### src/rtl/morse_key_sequencer.sv
// Morse key front end: times key presses into dot/dash/end-of-char symbols and strobes them
// to the decoder. Optional debouncer enabled with `define KEY_DEBOUNCE_EN.
module morse_key_sequencer #(
  parameter int TICK_DIV       = 25000,
  parameter int DOT_MAX_TICKS  = 15,
  parameter int CHAR_GAP_TICKS = 45,
  parameter int MAX_SYMBOLS    = 5,
  parameter int CNT_W          = 8
) (
  input  logic       clk,
  input  logic       reset,
  input  logic       key_in,
  output logic       recieve,
  output logic [1:0] datain,
  output logic [2:0] sym_count,
  output logic       key_held
);

  localparam int              PW         = (TICK_DIV > 1) ? $clog2(TICK_DIV) : 1;
  localparam logic [PW-1:0]   PRESC_LAST = PW'(TICK_DIV - 1);
  localparam logic [CNT_W-1:0] CNT_MAX   = '1;
  localparam logic [CNT_W-1:0] DOT_LIM   = CNT_W'(DOT_MAX_TICKS);
  localparam logic [CNT_W-1:0] GAP_LIM   = CNT_W'(CHAR_GAP_TICKS);
  localparam logic [2:0]       SYM_LIM   = 3'(MAX_SYMBOLS);

  typedef enum logic [2:0] {S_IDLE, S_PRESS, S_GAP, S_SETUP, S_STROBE, S_HOLD} state_t;
  typedef enum logic [1:0] {SYM_EOC = 2'd0, SYM_DOT = 2'd1, SYM_DASH = 2'd2} sym_t;

  logic             r_sync1, r_sync2, r_key_prev, r_armed;
  logic [1:0]       r_fill;
  logic [PW-1:0]    r_presc;
  logic [CNT_W-1:0] r_press_cnt, r_gap_cnt;
  logic [2:0]       r_sym_count;
  state_t           r_state, w_next;
  sym_t             r_datain, w_sym;
  logic             w_tick, w_key, w_rise;

  // NOTE: sequential state uses non-blocking assignments so every flop samples pre-edge values.
  always_ff @(posedge clk) begin
    if (reset) begin
      r_sync1    <= 1'b0;
      r_sync2    <= 1'b0;
      r_fill     <= 2'b00;
      r_armed    <= 1'b0;
      r_key_prev <= 1'b0;
      r_presc    <= '0;
    end else begin
      r_sync1    <= key_in;
      r_sync2    <= r_sync1;
      r_fill     <= {r_fill[0], 1'b1};
      // A press still held across reset is not a new press: wait for a real release first.
      if (r_fill == 2'b11 && !r_sync2 && !w_key) r_armed <= 1'b1;
      r_key_prev <= w_key;
      r_presc    <= (r_presc == PRESC_LAST) ? '0 : r_presc + 1'b1;
    end
  end

  assign w_tick = (r_presc == PRESC_LAST);

`ifdef KEY_DEBOUNCE_EN
  logic r_db_level, r_db_seen;

  always_ff @(posedge clk) begin
    if (reset) begin
      r_db_level <= 1'b0;
      r_db_seen  <= 1'b0;
    end else if (r_sync2 == r_db_level) begin
      r_db_seen <= 1'b0;
    end else if (w_tick) begin
      if (r_db_seen) begin
        r_db_level <= r_sync2;
        r_db_seen  <= 1'b0;
      end else begin
        r_db_seen <= 1'b1;
      end
    end
  end

  assign w_key = r_db_level;
`else
  assign w_key = r_sync2;
`endif

  assign w_rise   = w_key & ~r_key_prev;
  assign key_held = w_key;

  always_ff @(posedge clk) begin
    if (reset) begin
      r_press_cnt <= '0;
      r_gap_cnt   <= '0;
    end else begin
      if (w_rise)                                 r_press_cnt <= '0;
      else if (w_tick && r_press_cnt != CNT_MAX)  r_press_cnt <= r_press_cnt + 1'b1;
      if (r_state != S_GAP || w_rise)             r_gap_cnt   <= '0;
      else if (w_tick && r_gap_cnt != CNT_MAX)    r_gap_cnt   <= r_gap_cnt + 1'b1;
    end
  end

  // NOTE: defaults first so every path assigns w_next/w_sym and no latch is inferred.
  always_comb begin
    w_next = r_state;
    w_sym  = r_datain;
    case (r_state)
      S_IDLE:   if (r_armed && w_key) w_next = S_PRESS;
      S_PRESS: begin
        if (!w_key) begin
          if (r_press_cnt == '0) begin
            w_next = (r_sym_count != 3'd0) ? S_GAP : S_IDLE;
          end else begin
            w_sym  = (r_press_cnt < DOT_LIM) ? SYM_DOT : SYM_DASH;
            w_next = S_SETUP;
          end
        end
      end
      S_GAP: begin
        if (w_key) begin
          w_next = S_PRESS;
        end else if (r_gap_cnt >= GAP_LIM) begin
          w_sym  = SYM_EOC;
          w_next = S_SETUP;
        end
      end
      S_SETUP:  w_next = S_STROBE;
      S_STROBE: w_next = S_HOLD;
      S_HOLD: begin
        if (r_datain != SYM_EOC) begin
          if (r_sym_count + 3'd1 == SYM_LIM) begin
            w_sym  = SYM_EOC;
            w_next = S_SETUP;
          end else begin
            w_next = w_key ? S_PRESS : S_GAP;
          end
        end else begin
          w_next = w_key ? S_PRESS : S_IDLE;
        end
      end
      default:  w_next = S_IDLE;
    endcase
  end

  always_ff @(posedge clk) begin
    if (reset) begin
      r_state     <= S_IDLE;
      r_datain    <= SYM_EOC;
      r_sym_count <= 3'd0;
    end else begin
      r_state <= w_next;
      if (w_next == S_SETUP) r_datain <= w_sym;
      if (r_state == S_HOLD)
        r_sym_count <= (r_datain == SYM_EOC) ? 3'd0 : r_sym_count + 3'd1;
    end
  end

  assign recieve   = (r_state == S_STROBE);
  assign datain    = r_datain;
  assign sym_count = r_sym_count;

endmodule
### config.mk
export PLATFORM = sky130hd
export DESIGN_NAME = morse_key_sequencer
export DESIGN_NICKNAME = d
export VERILOG_FILES = /design/src/rtl/morse_key_sequencer.sv
export SDC_FILE = /design/constraint.sdc
export NUM_CORES = 1
export LEC_CHECK = 0
export BUFFER_PORTS_ARGS = -buffer_cell sky130_fd_sc_hd__buf_4
export CAP_MARGIN = 10
export CORE_MARGIN = 3
export CORE_UTILIZATION = 40
export CTS_BUF_LIST = sky130_fd_sc_hd__clkbuf_4 sky130_fd_sc_hd__clkbuf_8 sky130_fd_sc_hd__clkbuf_16
export CTS_CLUSTER_DIAMETER = 60
export DETAILED_ROUTE_END_ITERATION = 12
export GPL_TIMING_DRIVEN = 0
export PLACE_DENSITY_LB_ADDON = 0.2
export SYNTH_ARGS = -nofsm -noshare
export SYNTH_HDL_FRONTEND = slang
export SYNTH_SLANG_ARGS = --single-unit
### constraint.sdc
create_clock -name clk -period 2.3 [get_ports clk]
set_clock_uncertainty 0.1 [all_clocks]
set_input_delay 0.345 -clock clk [delete_from_list [all_inputs] [get_ports clk]]
set_output_delay 0.345 -clock clk [all_outputs]
set_load 0.01 [all_outputs]
==> results of run 1 <==
## flip-flops by register name, indices dropped and copies added, names as in the netlist
name         flops
datain           2
r_fill           2
r_sync1          1
r_armed          1
r_gap_cnt        8
key_held         1
r_press_cnt      8
sym_count        3
r_key_prev       1
r_state          3
r_presc         15
## per-layer routing
metal | vias to the layer above | track usage, % | routed length [um]
met4 | 0 | 4.903 | 66
met3 | 7 | 3.571 | 108
met2 | 15 | 20.12 | 2108
met5 | - | 0 | 0
li1 | 1051 | - | -
met1 | 918 | 22.26 | 2614
## area by class of cell
cell class	count	area (um2)
Fill cell	557	2999
Multi-Input combinational cell	212	1404
Sequential cell	45	900.9
Tap cell	72	90.09
Clock buffer	6	82.58
Timing Repair Buffer	8	60.06
Inverter	13	48.80
Buffer	10	40.04
Clock inverter	2	16.27
## how the worst max path moves through the flow
stage               slack, ps  cells after the start              to       start
floorplan                 570                      6  r_press_cnt[7]  r_presc[0]
global placement          250                      7      r_presc[9]  r_presc[0]
detailed placement        280                      7      r_presc[6]  r_presc[0]
CTS                       270                      7     r_presc[12]  r_presc[0]
global route               80                      6  r_press_cnt[7]  r_presc[0]
finish                    290                      6  r_press_cnt[7]  r_presc[0]
## through the flow
stage               hold slack [ps]  setup slack [ps]  instance area (um2)
global route                  157.3             79.51                 2643
finish                        155.2             294.5                 2643
global placement              320.6             251.7                 2544
floorplan                     313.8             572.8                 2394
CTS                           142.2             267.5                 2643
detailed placement            330.5             283.8                 2544
## placed cells by master (no fill, tap or decap), types with 4 or more instances in the layout
cell type	count
xnor2_1	5
o21ai_0	12
nand3_1	18
inv_1	13
or3_1	7
nand2_1	19
nor2b_1	10
xor2_1	8
clkbuf_1	8
nor2_1	22
nand2b_1	7
dfxtp_1	45
nand4_1	6
o21a_1	4
nor3_1	6
and3_1	7
o211ai_1	5
a21oi_1	17
clkbuf_8	6
ha_1	9
mux2i_1	4
o41ai_1	4
buf_4	8
## cells by family after synthesis
logic type / Yosys count / share of synthesized area [%]
simple gates: 128 / 31.47
mux: 4 / 1.673
flops: 45 / 37.64
xor+xnor: 13 / 4.757
fa+ha+maj: 9 / 4.705
compound gates: 58 / 16.05
buf+inv: 23 / 3.712
## where the power goes
part           switching, uW  total, uW  internal [uW]
registers               6.80        795            788
clock network            288        536            248
logic                   23.3       38.1           14.7
## worst max-delay path: cells and delay by family (launching register included)
family                   cells  cell delay (ps)
flip-flops                   1              360
AO/OA/AOI/OAI                2              490
AND/OR/NAND/NOR              2              440
buffers and inverters        1              260
adder cells (fa/ha/maj)      1              200
==> key figures, run 1 <==
STA
  • RSZ-0062 raised after global routing: false
  • Period minus WS final: 2005 ps
  • Slew headroom: 48.32%
  • Setup total negative slack: 0 ps
  • Hold Vio Cnt, Final: 0
  • Final Setup Violations: 0
  • Fin crit share: 87.19%
  • Maximum clock frequency: 0.4986 GHz
  • Pins Over Slew Limit: 0
  • Worst slew pin tran: 767.0 ps

Yosys
  • Synth async-reset ratio: 0%
  • Synth top area cells: dfxtp_1, ha_1, nand3_1, a21oi_1, nor2_1
  • #FFs+latches synth: 45
  • Commonest cells post-synth: dfxtp_1, nor2_1, nand2_1
  • Cell taking the most area after synthesis: dfxtp_1
  • Sequential share of the synthesized area: 37.64%
  • Main flop type after synthesis: dfxtp_1
  • Post-synth EDFFs: 0
  • Syn. warnings: 0
  • Synth cell types: 47
  • Cell Area, Synth: 2394 um2
  • Synth Instances: 280
  • Post-synth top area share: 37.64%
  • Count leader, synth: dfxtp_1
  • Mapped Avg Cell Area: 8.548 um2
  • Syn nets: 292

Route
  • Initial DRC Count: 108
  • WL per Instance: 13.31 um
  • DRC Markers: 0
  • Via density: 5.410
  • Routed Antenna Nets: 0
  • Routed WL: 4.897 mm
  • Vias: 1991
  • Pre-Repair DR Iteration Count: 4

Critical path
  • Crit-path cells: ha_1 -> nand3_1 -> nand4b_2 -> buf_2 -> o41ai_1 -> a21oi_1
  • Crit path DAT: 2070 ps
  • Reg2reg end: r_press_cnt[7]
  • R2r startpoint: r_presc[0]
  • FF-to-FF setup slack: 290 ps
  • Slowest cell on crit path: o41ai_1
  • Setup Crit Path Kind: flop to flop
  • Crit. End Element: flop
  • Worst Path Max Fanout: 10
  • CP startpoint kind: flop
  • Worst Reg-to-Reg Cells: 6
  • Worst endpoint required time: 2360 ps
  • CP max stage delay: 380 ps

Clock network
  • Post-CTS resize count: 0
  • Num CTS Buffers: 5
  • CTS tree: built
  • Hold buffers post-CTS: 0
  • Clock buffer depth: 2
  • Worst skew pair latency: 300 ps
  • CTS sink count: 45
  • Worst-path clk slew: 90 ps
  • CTS Root Cell: clkbuf_8
  • Htree depth: 2
  • Setup Buffers After CTS: 0

Global route
  • Initial antenna violation count: 0
  • Largest net degree at the start of global routing: 16
  • Total grt overflow: 0
  • First-pass GRT wire length: 8.473 mm
  • GR Util All Layers: 14.73%
  • Vias in the first global route: 1772

Floorplan
  • Area of the core: 5642 um2
  • Starting Density: 42.43%
  • Chip Width: 83.36 um
  • Num rows: 27
  • I/O Pins: 10
  • Die footprint: 6948 um2
  • Die height: 83.36 um

Cells and area
  • Share of cells above drive strength 1: 9.122%
  • Finished Layout Cells: 368
  • Number of diodes: 0
  • Final core occ: 46.84%
  • Area Overhead vs Synth: 10.40%
  • Nets: 307

Power
  • PnR Total Power: 1369 uW
  • Power Density: 518.1 nW/um2
  • VDD IR max: 0.0004980 V
  • Leak: 0.0009167 uW

Min path
  • Worst hold path type: input pin to flop
  • Hold path start: key_in
  • Hold Crit Endpoint: r_sync1
  • Worst Hold Path Cells: 2

Placed design
  • DP Cell Count: 360
  • Global placement routability congestion: 0.7677
  • Port Buffers: 8
  • Detailed Place HPWL: 3.586 mm

Job
  • Max cap viols: 0

Outcome
  • Status: completed
Note: power is estimated with default switching activity, not from simulation.
==> inputs of run 2 (changes only) <==
--- a/config.mk
+++ b/config.mk
@@ -5,6 +5,7 @@
 export SDC_FILE = /design/constraint.sdc
 export NUM_CORES = 1
 export LEC_CHECK = 0
+export ABC_AREA = 1
 export BUFFER_PORTS_ARGS = -buffer_cell sky130_fd_sc_hd__buf_4
 export CAP_MARGIN = 10
 export CORE_MARGIN = 3
@@ -13,6 +14,7 @@
 export CTS_CLUSTER_DIAMETER = 60
 export DETAILED_ROUTE_END_ITERATION = 12
 export GPL_TIMING_DRIVEN = 0
+export MAX_ROUTING_LAYER = met4
 export PLACE_DENSITY_LB_ADDON = 0.2
 export SYNTH_ARGS = -nofsm -noshare
 export SYNTH_HDL_FRONTEND = slang
==> run 2 against run 1 <==
Net effect: largest power group unchanged; sequential share of layout area increased by 0.29 points; synthesized area is 0.73% lower; via count up 5.5%; utilization decreased by 0.40 points; fmax increased by 10%; critical path depth is 3 higher; sequential cell count unchanged.
==> key figures, run 2 <==
STA
  • Slew headroom: 71.35% (+23 points)
  • Period minus WS final: 1820 ps (-185.5 ps)
  • Maximum clock frequency: 0.5495 GHz (+10%)
  • RSZ-0062 raised after global routing: false
  • Fin crit share: 79.13% (-8.1 points)
  • Setup total negative slack: 0 ps (unchanged)
  • Fin worst setup slack: 480.0 ps (+185.5 ps)
  • Hold Vio Cnt, Final: 0 (unchanged)
  • Pins Over Slew Limit: 0 (unchanged)
  • Worst slew pin tran: 429.7 ps (-337.3 ps)
  • Final Setup Violations: 0 (unchanged)

Critical path
  • Crit. End Element: flop
  • CP startpoint kind: flop
  • Reg2reg end: r_presc[9]
  • Worst Path Max Fanout: 10 (unchanged)
  • Worst endpoint required time: 2390 ps (+30 ps)
  • R2r startpoint: r_presc[0]
  • Worst Reg-to-Reg Cells: 9 (+3)
  • Setup Crit Path Kind: flop to flop
  • Crit path DAT: 1910 ps (-160 ps)
  • FF-to-FF setup slack: 480 ps (+190 ps)

Floorplan
  • I/O Pins: 10 (unchanged)
  • Area of the core: 5642 um2 (unchanged)
  • Starting Density: 42.12% (-0.31 points)
  • Num rows: 27 (unchanged)
  • Chip Width: 83.07 um (-0.34%)
  • Die height: 83.07 um (-0.34%)
  • Die footprint: 6901 um2 (-0.68%)

Yosys
  • #FFs+latches synth: 45 (unchanged)
  • Cell taking the most area after synthesis: dfxtp_1
  • Synth cell types: 29 (-38%)
  • Count leader, synth: nand2_1
  • Synth Instances: 338 (+21%)
  • Post-synth top area share: 37.91% (+0.28 points)
  • Synth async-reset ratio: 0% (unchanged)
  • Synth top area cells: dfxtp_1, nand2_1, nand3_1, nor2_1, inv_1
  • Post-synth EDFFs: 0 (unchanged)
  • Syn. warnings: 0 (unchanged)
  • Cell Area, Synth: 2376 um2 (-0.73%)
  • Commonest cells post-synth: nand2_1, dfxtp_1, nand3_1
  • Sequential share of the synthesized area: 37.91% (+0.28 points)
  • Mapped Avg Cell Area: 7.030 um2 (-18%)
  • Main flop type after synthesis: dfxtp_1
  • Syn nets: 350 (+20%)

Cells and area
  • Most frequent cells in the layout: nand2_1, dfxtp_1, nand3_1, nor2_1, inv_1
  • Largest registers: r_presc: 15 flops, r_gap_cnt: 8 flops, r_press_cnt: 8 flops
  • Largest reg by FF count: r_presc
  • Commonest non-fill, non-tap cell in the layout: nand2_1
  • Max reg flops: 15 (unchanged)
  • Fill cells: 598 (+7.4%)
  • Nets: 366 (+19%)
  • Area Overhead vs Synth: 10.27%
  • Share of cells above drive strength 1: 11.27% (+2.1 points)
  • Number of diodes: 0 (unchanged)

Min path
  • Hold path start: key_in
  • Hold Crit Endpoint: r_sync1
  • Worst hold path type: input pin to flop
  • Worst Hold Path Cells: 3 (+1)

Global route
  • Vias in the first global route: 2029 (+15%)
  • Total grt overflow: 0 (unchanged)
  • Initial antenna violation count: 0 (unchanged)
  • Largest net degree at the start of global routing: 15 (-1)
  • GR Util All Layers: 14.98% (+0.25 points)
  • First-pass GRT wire length: 8.611 mm (+1.6%)

Clock network
  • Worst skew pair latency: 300 ps (about the same)
  • Clock buffer depth: 2 (unchanged)
  • Htree depth: 2 (unchanged)
  • Post-CTS resize count: 0 (unchanged)
  • CTS tree: built
  • CTS sink count: 45 (unchanged)
  • Hold buffers post-CTS: 0 (unchanged)
  • CTS Root Cell: clkbuf_8
  • Setup Buffers After CTS: 0 (unchanged)
  • Num CTS Buffers: 5 (unchanged)
  • Worst-path clk slew: 90 ps (about the same)

Job
  • Max cap viols: 0 (unchanged)

Route
  • Pre-Repair DR Iteration Count: 4 (unchanged)
  • Vias: 2100 (+5.5%)
  • Via density: 4.918 (-9.1%)
  • WL per Instance: 10.86 um (-18%)
  • Routed WL: 4.638 mm (-5.3%)
  • Routed Antenna Nets: 0 (unchanged)
  • DRC Markers: 0 (unchanged)
  • Initial DRC Count: 132 (+22%)

Placed design
  • Port Buffers: 9 (+1)
  • Detailed Place HPWL: 3.427 mm (-4.4%)
  • Setup Slack @ Placement: 489.4 ps (+205.6 ps)
  • Global placement routability congestion: 0.7921 (+3.2%)

Power
  • Leak: 0.001028 uW (+12%)
  • Power Density: 504.1 nW/um2 (-2.7%)
  • VDD IR max: 0.0003451 V (-31%)

Outcome
  • Status: completed
==> run 2: cell types whose count changed after synthesis, sizes merged, moves of 10 or more <==
cell   delta
nand2    +54
nand3    +27
a21oi    +10
nor2     +20
inv      +30
nor2b    -10
==> run 2: cell families after synthesis <==
| group | synth area share (%) |
|---|---|
| AOI/OAI and AO/OA | 7.794 |
| adders and majority gates | 4.739 |
| DFF | 37.91 |
| buffers and inverters | 9.110 |
| xor gates and xnor gates | 5.160 |
| and+or+nand+nor | 35.28 |
==> run 2: layer usage <==
layer  routed length [um]  vias up  GRT usage (%)
met3                  104        4          3.274
li1                     -     1127              -
met5                    0        -              -
met1                 2442      948          19.22
met2                 2037       21          23.91
met4                   53        0          4.012
==> run 2: critical path, stage by stage (launching register included) <==
cell	delay, ps
dfxtp_1	370
ha_1	210
nand2_1	180
inv_2	110
nand3_1	90
nor3_1	140
nand2_1	70
nand2_1	180
buf_4	220
a21oi_1	50
==> run 2: worst max path at each step <==
| stage | start | end | slack [ps] | cells past startpoint |
|---|---|---|---|---|
| 2_1_floorplan | r_presc[0] | r_presc[9] | 760 | 9 |
| 3_3_place_gp | r_presc[0] | r_presc[4] | 480 | 9 |
| 3_5_place_dp | r_presc[0] | r_presc[9] | 490 | 9 |
| 4_1_cts | r_presc[0] | r_presc[9] | 470 | 9 |
| 5_1_grt | r_press_cnt[0] | r_press_cnt[0] | 280 | 7 |
| 6_report | r_presc[0] | r_presc[9] | 480 | 9 |
==> run 2: cell type report <==
class / count / area (um2) / share of cell area [%]
Buffer: 7 / 55.05 / 2.101
Clock buffer: 5 / 68.82 / 2.627
Clock inverter: 3 / 17.52 / 0.6686
Inverter: 43 / 161.4 / 6.160
Multi-Input combinational cell: 243 / 1259 / 48.04
Sequential cell: 45 / 900.9 / 34.38
Tap cell: 72 / 90.09 / 3.438
Timing Repair Buffer: 9 / 67.56 / 2.579
==> run 2: where the power goes <==
part / switching (uW) / total, uW / internal, uW
logic: 22.5 / 35.0 / 12.4
registers: 6.16 / 794 / 788
clock network: 281 / 492 / 210
total: 310 / 1320 / 1010
==> run 2: stage by stage <==
step / cells / power (uW) / cell area (um2) / util [%] / hold slack [ps]
after floorplan: 338 / 835.2 / 2376 / - / 288.3
after global placement: 419 / 847.8 / 2534 / 44.91 / 294.0
after detailed placement: 419 / 848.3 / 2534 / 44.91 / 299.7
after CTS: 427 / 1346 / 2620 / 46.44 / 134.7
after global routing: 427 / 1372 / 2620 / 46.44 / 167.2
final: 427 / 1321 / 2620 / 46.44 / 144.0
